$ cat config.mk
export PLATFORM = sky130hd
export DESIGN_NAME = multi_cycle_control_unit
export DESIGN_NICKNAME = d
export VERILOG_FILES = /design/src/rtl/multi_cycle_control_unit.sv
export SDC_FILE = /design/constraint.sdc
export NUM_CORES = 1
export LEC_CHECK = 0
export CAP_MARGIN = 20
export CORE_UTILIZATION = 35
export CTS_CLUSTER_SIZE = 16
export DETAILED_ROUTE_END_ITERATION = 7
export GPL_ROUTABILITY_DRIVEN = 0
export PLACE_DENSITY = 0.75
export SKIP_CTS_REPAIR_TIMING = 1
export SYNTH_ARGS = -nofsm -noshare
export SYNTH_HDL_FRONTEND = slang
export SYNTH_SLANG_ARGS = --single-unit
$ cat constraint.sdc
create_clock -name clk -period 1.5 [get_ports clk]
set_clock_uncertainty 0.05 [all_clocks]
set_input_delay 0.3 -clock clk [delete_from_list [all_inputs] [get_ports clk]]
set_output_delay 0.3 -clock clk [all_outputs]
set_load 0.05 [all_outputs]
$ cat src/rtl/multi_cycle_control_unit.sv
// Sequencing FSM for the multi-cycle RV32I core: one datapath micro-step per cycle,
// decoding state plus opcode/ALU/memory handshakes into ALU selects and datapath enables.
module multi_cycle_control_unit #(
  parameter logic [2:0] RESET_STATE = 3'd0
) (
  input  logic       clk,
  input  logic       reset,
  input  logic [6:0] opcode,
  input  logic       alu_bcond,
  input  logic       mem_ready,
  input  logic       ecall_halt,
  output logic [1:0] alu_op,
  output logic       alu_src_a,
  output logic [1:0] alu_src_b,
  output logic       i_or_d,
  output logic       mem_read,
  output logic       mem_write,
  output logic       ir_write,
  output logic       reg_write,
  output logic [1:0] mem_to_reg,
  output logic       pc_write,
  output logic [1:0] pc_source,
  output logic       is_halted,
  output logic [2:0] state
);

  typedef enum logic [2:0] {
    S_IF   = 3'd0,
    S_ID   = 3'd1,
    S_EX   = 3'd2,
    S_MEM  = 3'd3,
    S_WB   = 3'd4,
    S_HALT = 3'd5
  } state_t;

  localparam logic [6:0] OP_R      = 7'b0110011;
  localparam logic [6:0] OP_I      = 7'b0010011;
  localparam logic [6:0] OP_LOAD   = 7'b0000011;
  localparam logic [6:0] OP_STORE  = 7'b0100011;
  localparam logic [6:0] OP_BRANCH = 7'b1100011;
  localparam logic [6:0] OP_JALR   = 7'b1100111;
  localparam logic [6:0] OP_JAL    = 7'b1101111;
  localparam logic [6:0] OP_ECALL  = 7'b1110011;

  state_t cur_state, next_state;

  // State register; reset returns to instruction fetch from any point.
  always_ff @(posedge clk or posedge reset) begin
    if (reset) cur_state <= state_t'(RESET_STATE);
    else       cur_state <= next_state;
  end

  // Next-state and output decode; everything defaults low and is squashed during reset.
  always_comb begin
    next_state = cur_state;
    alu_op     = 2'b00;
    alu_src_a  = 1'b0;
    alu_src_b  = 2'b00;
    i_or_d     = 1'b0;
    mem_read   = 1'b0;
    mem_write  = 1'b0;
    ir_write   = 1'b0;
    reg_write  = 1'b0;
    mem_to_reg = 2'b00;
    pc_write   = 1'b0;
    pc_source  = 2'b00;
    is_halted  = 1'b0;
    state      = cur_state;

    case (cur_state)
      S_IF: begin
        mem_read = 1'b1;
        ir_write = mem_ready;
        if (mem_ready) next_state = S_ID;
      end
      S_ID: begin
        // ALUOut captures PC+imm here so branches and JAL have their target ready in EX.
        alu_src_b = 2'b10;
        case (opcode)
          OP_R, OP_I, OP_LOAD, OP_STORE, OP_BRANCH, OP_JALR, OP_JAL: next_state = S_EX;
          OP_ECALL: begin
            if (ecall_halt) begin
              next_state = S_HALT;
            end else begin
              pc_write   = 1'b1;
              next_state = S_IF;
            end
          end
          default: begin
            pc_write   = 1'b1;
            next_state = S_IF;
          end
        endcase
      end
      S_EX: begin
        next_state = S_IF;
        case (opcode)
          OP_R: begin
            alu_src_a  = 1'b1;
            alu_op     = 2'b10;
            next_state = S_WB;
          end
          OP_I: begin
            alu_src_a  = 1'b1;
            alu_src_b  = 2'b10;
            alu_op     = 2'b11;
            next_state = S_WB;
          end
          OP_LOAD, OP_STORE: begin
            alu_src_a  = 1'b1;
            alu_src_b  = 2'b10;
            next_state = S_MEM;
          end
          OP_BRANCH: begin
            alu_src_a = 1'b1;
            alu_op    = 2'b01;
            pc_write  = 1'b1;
            pc_source = alu_bcond ? 2'b01 : 2'b00;
          end
          OP_JAL: begin
            reg_write  = 1'b1;
            mem_to_reg = 2'b10;
            pc_write   = 1'b1;
            pc_source  = 2'b01;
          end
          OP_JALR: begin
            alu_src_a  = 1'b1;
            alu_src_b  = 2'b10;
            reg_write  = 1'b1;
            mem_to_reg = 2'b10;
            pc_write   = 1'b1;
            pc_source  = 2'b10;
          end
          default: next_state = S_IF;
        endcase
      end
      S_MEM: begin
        i_or_d = 1'b1;
        if (opcode == OP_LOAD) begin
          mem_read = 1'b1;
          if (mem_ready) next_state = S_WB;
        end else if (opcode == OP_STORE) begin
          mem_write = 1'b1;
          if (mem_ready) begin
            pc_write   = 1'b1;
            next_state = S_IF;
          end
        end else begin
          next_state = S_IF;
        end
      end
      S_WB: begin
        reg_write  = 1'b1;
        pc_write   = 1'b1;
        mem_to_reg = (opcode == OP_LOAD) ? 2'b01 : 2'b00;
        next_state = S_IF;
      end
      S_HALT: begin
        is_halted  = 1'b1;
        next_state = S_HALT;
      end
      default: next_state = S_IF;
    endcase

    if (reset) begin
      alu_op     = 2'b00;
      alu_src_a  = 1'b0;
      alu_src_b  = 2'b00;
      i_or_d     = 1'b0;
      mem_read   = 1'b0;
      mem_write  = 1'b0;
      ir_write   = 1'b0;
      reg_write  = 1'b0;
      mem_to_reg = 2'b00;
      pc_write   = 1'b0;
      pc_source  = 2'b00;
      is_halted  = 1'b0;
      state      = 3'd0;
    end
  end

endmodule
==> results.yml, run 1 <==
floorplan:
  die_x_um: 43.1
  rows: 14
  die_h_um: 43.1
  pin_count: 31
  initial_core_util_pct: 38.4
sta:
  worst_path_end_type: "top-level output"
  timing.grt.repair.worst_endpoint: "pc_write"
cts:
  numCtsBuffers: 3
  ctsLongestPathBuffers: 2
  cts-root-buf: "clkbuf_4"
  cts_sinks: 3
  htreeDepth: 1
placement:
  io_buffers: 29
  place_hpwl_um: 2520
  dp_cells: 159
logic_synthesis:
  synth_seq_cells: 3
  synth_fa_ha_area_share_pct: 0
  synth_compound_area_share_pct: 25.2
  yosysUniqueCellTypes: 40
  synth_top_family_by_area: "simple AND/OR/NAND/NOR gates"
  netlist_area_um2: 592
  synth_mux_area_share_pct: 0
  synthXorXnorAreaFrac_pct: 1.48
  synth_ff_type: "dfrtp_1"
  synth-simple-area-share_pct: 52.9
  synth.avg_cell_area_um2: 7.22
  ys_seq_area_share_pct: 12.7
  synth-edff-count: 0
  async_flop_share_pct: 100
  synthCells: 82
  synth_nets: 94
  yosysWarnings: 0
run_status:
  status: "aborted with a tool error"
  haltStage: "global routing (5_1_grt)"
  tool.error: "[ERROR DPL-0038] Utilization greater than 100%, impossible to legalize"
global_route:
  grt_max_degree: 9
## Yosys cell counts, types with 2 or more instances
cell / instances / area, um2
a21oi_1: 7 / 35.0
and3_1: 2 / 12.5
buf_4: 3 / 22.5
dfrtp_1: 3 / 75.1
inv_1: 4 / 15.0
nand2_1: 8 / 30.0
nand2b_1: 3 / 18.8
nor2_1: 8 / 30.0
nor2b_1: 7 / 43.8
nor3_1: 5 / 25.0
o21ai_0: 3 / 15.0
## cell families after synthesis
kind of cell | after synthesis
AO/OA/AOI/OAI | 21
other | 1
flip-flops | 3
XOR/XNOR | 1
AND/OR/NAND/NOR | 48
buffers and inverters | 8
## through the flow
stage,utilization [%],TNS [ns],setup slack [ns],area [um2]
CTS,96.3,-11.21,-0.881,1490
detailed placement,94.6,-10.64,-0.821,1460
global placement,94.6,-9.74,-0.750,1460
floorplan,-,-3.04,-0.678,733
==> run 2: changes to the inputs <==
- CORE_AREA: not set -> 2 2 63 65
- CORE_UTILIZATION: 35 -> not set
- CTS_CLUSTER_SIZE: 16 -> not set
- DIE_AREA: not set -> 0 0 65 67
- PLACE_DENSITY: 0.75 -> not set
- PLACE_DENSITY_LB_ADDON: not set -> 0.15
- clock period: 1.5 -> 2 ns (I/O delays scaled with it)
==> run 2 against run 1 <==
  * The flow now finishes, with violations (setup timing)
  * Area after synthesis is the same
  * Synthesized cell count is the same
==> results.yml, run 2 <==
run_status:
  status: "finished with violations"
  failed_checks: "setup timing"
floorplan:
  initial_core_util_pct: 16.4
  die-area_um2: 4360
  pin_count: 31
  coreArea_um2: 3610
  die_x_um: 65
  rows: 22
  die_h_um: 67
cts:
  ctsLongestPathBuffers: 2
  cts_sinks: 3
  cts-root-buf: "clkbuf_8"
  numCtsBuffers: 3
  htreeDepth: 1
  insertion_delay_ns: 0.21
  clk_pin_slew_ns: 0.03
  cts_tree: "yes"
sta:
  timing.final.crit_share_pct: 106
  drv_slew: 0
  rsz0062_at_grt: "true"
  setup_violations: 2
  tns_ns: -0.169
  setup_ws_ns: -0.113
  period_minus_slack_ns: 2.11
  final_hold_viol_count: 0
  fmax_mhz: 473
finish:
  top_register: "cur_state"
  mostFrequentLayoutCells: "buf_4, buf_12, buf_6, nand2_1, a21oi_1"
  layout_commonest_cell: "buf_4"
  layout-drive-gt1-share_pct: 67.8
  area_delta_synth_final_pct: 164
  fin_cells: 194
  fin_util_pct: 43.4
  fin_area_um2: 1560
  n_antenna_cell: 0
  largestRegisters: "cur_state: 3 flops"
  finalNetCount: 159
  largest_reg_flops: 3
global_route:
  antenna_found_initial: 0
  grt_max_degree: 9
  overflow: 0
  track_usage_pct: 11.8
  grt_pass1_wl_um: 4040
  first_global_vias: 858
routing:
  vias: 842
  drt_iter0_drc: 13
  routed_wl_um: 2490
  ant_nets: 0
  post_drt_wl_per_cell_um: 12.8
  drc: 0
  viasPerCell: 4.34
  first_pass_iters: 4
logic_synthesis:
  synth-edff-count: 0
  synth_top_family_by_area: "simple AND/OR/NAND/NOR gates"
  synth_common_cells: "nand2_1, nor2_1, a21oi_1, nor2b_1, nor3_1"
  synth_fa_ha_area_share_pct: 0
  synthCells: 82
  synth_compound_area_share_pct: 25.2
  synth.top_cell.area_share_pct: 12.7
  synth_seq_cells: 3
  synth_nets: 94
  synth-simple-area-share_pct: 52.9
  ys_seq_area_share_pct: 12.7
  synth_mux_area_share_pct: 0
  synth_ff_type: "dfrtp_1"
  synthXorXnorAreaFrac_pct: 1.48
  async_flop_share_pct: 100
  synth_area_leaders: "dfrtp_1, nor2b_1, a21oi_1"
  yosysUniqueCellTypes: 40
  yosysWarnings: 0
  netlist_area_um2: 592
  synth_top_area_cell: "dfrtp_1"
  synth.avg_cell_area_um2: 7.22
pwr:
  p_comb_share_pct: 45.8
  power_switching_uw: 146
  power_frac_seq_pct: 15.4
  switching_share_pct: 32.7
  ir_drop_uv: 520
  power_frac_clock_pct: 38.7
  powerDensity_nw_per_um2: 286
  power_leakage_nw: 0.671
  p_int_uw: 301
job:
  cap_violations: 0
worst_setup_path:
  worstPathRequired_ns: 1.55
  timing.rr.start: "cur_state[1]$_DFFE_PP0P_"
  r2r.worst_path.cells: 4
  worst-r2r-setup-slack_ns: 0.61
  critPathKind: "in2out"
  crit_fanout: 4
  startpoint_type: "input pin"
  worstPathArrival_ns: 1.66
  end_kind: "primary output"
  r2r-end: "cur_state[2]$_DFFE_PP0P_"
placement:
  place_hpwl_um: 2030
  io_buffers: 29
  place_area_um2: 1410
  dp_cells: 187
worst_hold_path:
  hold_path_class: "in2async"
==> run 2: cell counts after synthesis <==
No cell type changed its count.
==> run 2: power by group through the flow <==
stage	clock network, mW	registers (mW)	logic [mW]
6_report	0.173	0.0690	0.205
5_1_grt	0.187	0.0693	0.219
4_1_cts	0.179	0.0680	0.189
3_5_place_dp	0	0.0686	0.189
3_3_place_gp	0	0.0685	0.189
2_1_floorplan	0	0.0650	0.0896
==> run 2: layout make-up <==
cell class | instances | area, um2
flip-flops and latches | 3 | 77.6
well taps | 48 | 60.1
inverters | 4 | 15.0
repair buffers | 64 | 738
clock buffers | 4 | 45.0
multi-input cells | 71 | 628
fillers | 368 | 2040
==> run 2: logic make-up (layout without fill, tap and decap cells) <==
kind of cell	count (synthesis)	in the layout
compound gates	21	21
xor+xnor	1	1
buf+inv	8	72
flops	3	3
other cells	1	1
simple gates	48	48
==> run 2: stage by stage <==
step	power [mW]	hold slack, ns	setup WS [ns]
2_1_floorplan	0.155	0.104	-0.279
3_3_place_gp	0.257	0.551	-0.484
3_5_place_dp	0.257	0.555	-0.516
4_1_cts	0.436	0.497	-0.523
5_1_grt	0.475	0.194	-0.160
6_report	0.448	0.184	-0.113
==> run 2: critical path, cell delays in order <==
cell       delay (ns)
buf_6            0.10
nand2b_4         0.14
or3_4            0.42
a2bb2oi_4        0.16
a211oi_4         0.28
buf_12           0.17
==> run 2: worst max-delay path by stage <==
stage | from | to | cells past startpoint
3_3_place_gp | opcode[5] | alu_src_b[1] | 6
6_report | opcode[4] | alu_src_b[1] | 6
4_1_cts | opcode[2] | alu_src_b[1] | 6
5_1_grt | opcode[4] | alu_src_b[1] | 6
2_1_floorplan | cur_state[2]$_DFFE_PP0P_ | pc_write | 4
3_5_place_dp | opcode[2] | alu_src_b[1] | 6
==> run 2: routing by layer <==
layer	wire (um)	share of wire (%)	global-route usage, %	vias up
li1	-	-	-	423
met4	17	0.68	3.19	0
met3	123	4.9	1.69	2
met5	0	0	0	-
met1	1120	45	15.6	393
met2	1230	49	20.1	24
No activity file was read; power rests on OpenSTA's default activity.
==> run 3: changes to the inputs <==
- MAX_ROUTING_LAYER: not set -> met4
- SLEW_MARGIN: not set -> 5
- TNS_END_PERCENT: not set -> 1
==> run 3 against run 2 <==
  * Total power down 2.8%
  * Fmax grew 3.2%
  * The run still ends with setup timing left
  * Count of clock-buffer cells in the layout unchanged
  * Sequential share of layout area up 0.23 points
  * Largest power group unchanged
  * Sequential power is essentially flat
  * Utilization down 1.9 points
  * Critical endpoint is now alu_src_a
  * Sequential cell count stayed put
  * Worst setup slack better by 0.065 ns
==> results.yml, run 3 (same netlist as run 2, synthesis figures left out) <==
routing:
  routed_wl_um: 2450
  drt_iter0_drc: 19
  post_drt_wl_per_cell_um: 12.7
  ant_nets: 0
  drc: 0
  viasPerCell: 4.26
  first_pass_iters: 4
  vias: 822
finish:
  largestRegisters: "cur_state: 3 flops"
  fin_cells: 193
  largest_reg_flops: 3
  layout-drive-gt1-share_pct: 63.4
  layout_commonest_cell: "buf_4"
  n_antenna_cell: 0
  finalNetCount: 158
  top_register: "cur_state"
  area_delta_synth_final_pct: 152
  mostFrequentLayoutCells: "buf_4, buf_12, a21oi_1"
sta:
  tns_ns: -0.196
  holdWs_ns: 0.197
  rsz0062_at_grt: "true"
  setup_violations: 5
  timing.final.crit_share_pct: 102
  final_hold_viol_count: 0
  fmax_mhz: 488
  drv_slew: 0
  period_minus_slack_ns: 2.05
  setup_ws_ns: -0.0478
global_route:
  grt_max_degree: 9
  first_global_vias: 887
  track_usage_pct: 12.5
  antenna_found_initial: 0
  overflow: 0
  grt_pass1_wl_um: 4050
run_status:
  failed_checks: "setup timing"
  status: "finished with violations"
floorplan:
  pin_count: 31
  die_h_um: 67
  die-area_um2: 4360
  die_x_um: 65
  rows: 22
  coreArea_um2: 3610
  initial_core_util_pct: 16.4
job:
  cap_violations: 0
worst_setup_path:
  worst-r2r-setup-slack_ns: 0.52
  r2r.worst_path.cells: 5
  timing.rr.start: "cur_state[1]$_DFFE_PP0P_"
  end_kind: "primary output"
  startpoint_type: "input pin"
  critPathKind: "in2out"
  crit_fanout: 5
  r2r-end: "cur_state[2]$_DFFE_PP0P_"
  worstPathRequired_ns: 1.55
  cp-endpoint: "alu_src_a"
  worstPathArrival_ns: 1.60
  crit_start: "opcode[4]"
pwr:
  powerDensity_nw_per_um2: 291
  power_leakage_nw: 0.641
  ir_drop_uv: 261
cts:
  ctsLongestPathBuffers: 2
  clk_pin_slew_ns: 0.03
  numCtsBuffers: 3
  cts_sinks: 3
  htreeDepth: 1
  cts-root-buf: "clkbuf_8"
  insertion_delay_ns: 0.21
  cts_tree: "yes"
placement:
  dp_cells: 187
  place_hpwl_um: 2010
  io_buffers: 29
worst_hold_path:
  hold_path_class: "in2async"
-- run 3: changes by cell type in the layout (fill, tap and decap cells not counted), moves of 2 or more --
cell / change
clkbuf_2: +3
buf_6: -5
buf_4: +2
nor2_1: +3
nor2_4: -2
-- run 3: final cells by class --
class / instances / area, um2
Fill cell: 363 / 2110
Multi-Input combinational cell: 71 / 584
Sequential cell: 3 / 77.6
Clock buffer: 4 / 45.0
Tap cell: 48 / 60.1
Inverter: 4 / 15.0
Timing Repair Buffer: 63 / 712
-- run 3: power by group --
group	internal, mW	total (mW)	switching, mW
Clock	0.136	0.172	0.0368
Sequential	0.0635	0.0689	0.00544
Combinational	0.0947	0.194	0.0991
Total	0.294	0.435	0.141
-- run 3: routing by layer --
| layer | routed length [um] | vias up | GRT usage [%] | part of all wire [%] |
|---|---|---|---|---|
| met5 | 0 | - | - | 0 |
| met4 | 8 | 0 | 3.99 | 0.33 |
| met3 | 117 | 2 | 1.86 | 4.8 |
| met2 | 1190 | 25 | 19.8 | 49 |
| met1 | 1130 | 373 | 16.3 | 46 |
| li1 | - | 422 | - | - |
-- run 3: critical path, stage by stage --
cell      delay (ns)
buf_2           0.13
nand2b_4        0.16
or3_4           0.33
buf_4           0.16
nor2_2          0.08
o21a_1          0.18
buf_12          0.15
-- run 3: metrics by stage --
stage / setup slack, ns / utilization (%) / power [mW] / instance area [um2]
floorplan: -0.279 / - / 0.152 / 652
global placement: -0.481 / 38.7 / 0.257 / 1400
detailed placement: -0.507 / 38.7 / 0.257 / 1400
CTS: -0.517 / 39.9 / 0.435 / 1440
global route: -0.0944 / 41.4 / 0.462 / 1490
finish: -0.0478 / 41.4 / 0.435 / 1490
-- run 3: how the worst min path moves through the flow --
stage	cells past startpoint	startpoint	to	slack, ns
after floorplan	1	reset	cur_state[0]$_DFFE_PP0P_	0.10
after global placement	2	cur_state[2]$_DFFE_PP0P_	cur_state[1]$_DFFE_PP0P_	0.58
after detailed placement	2	cur_state[2]$_DFFE_PP0P_	cur_state[1]$_DFFE_PP0P_	0.58
after CTS	3	reset	cur_state[1]$_DFFE_PP0P_	0.51
after global routing	3	reset	cur_state[0]$_DFFE_PP0P_	0.22
final	3	reset	cur_state[0]$_DFFE_PP0P_	0.20
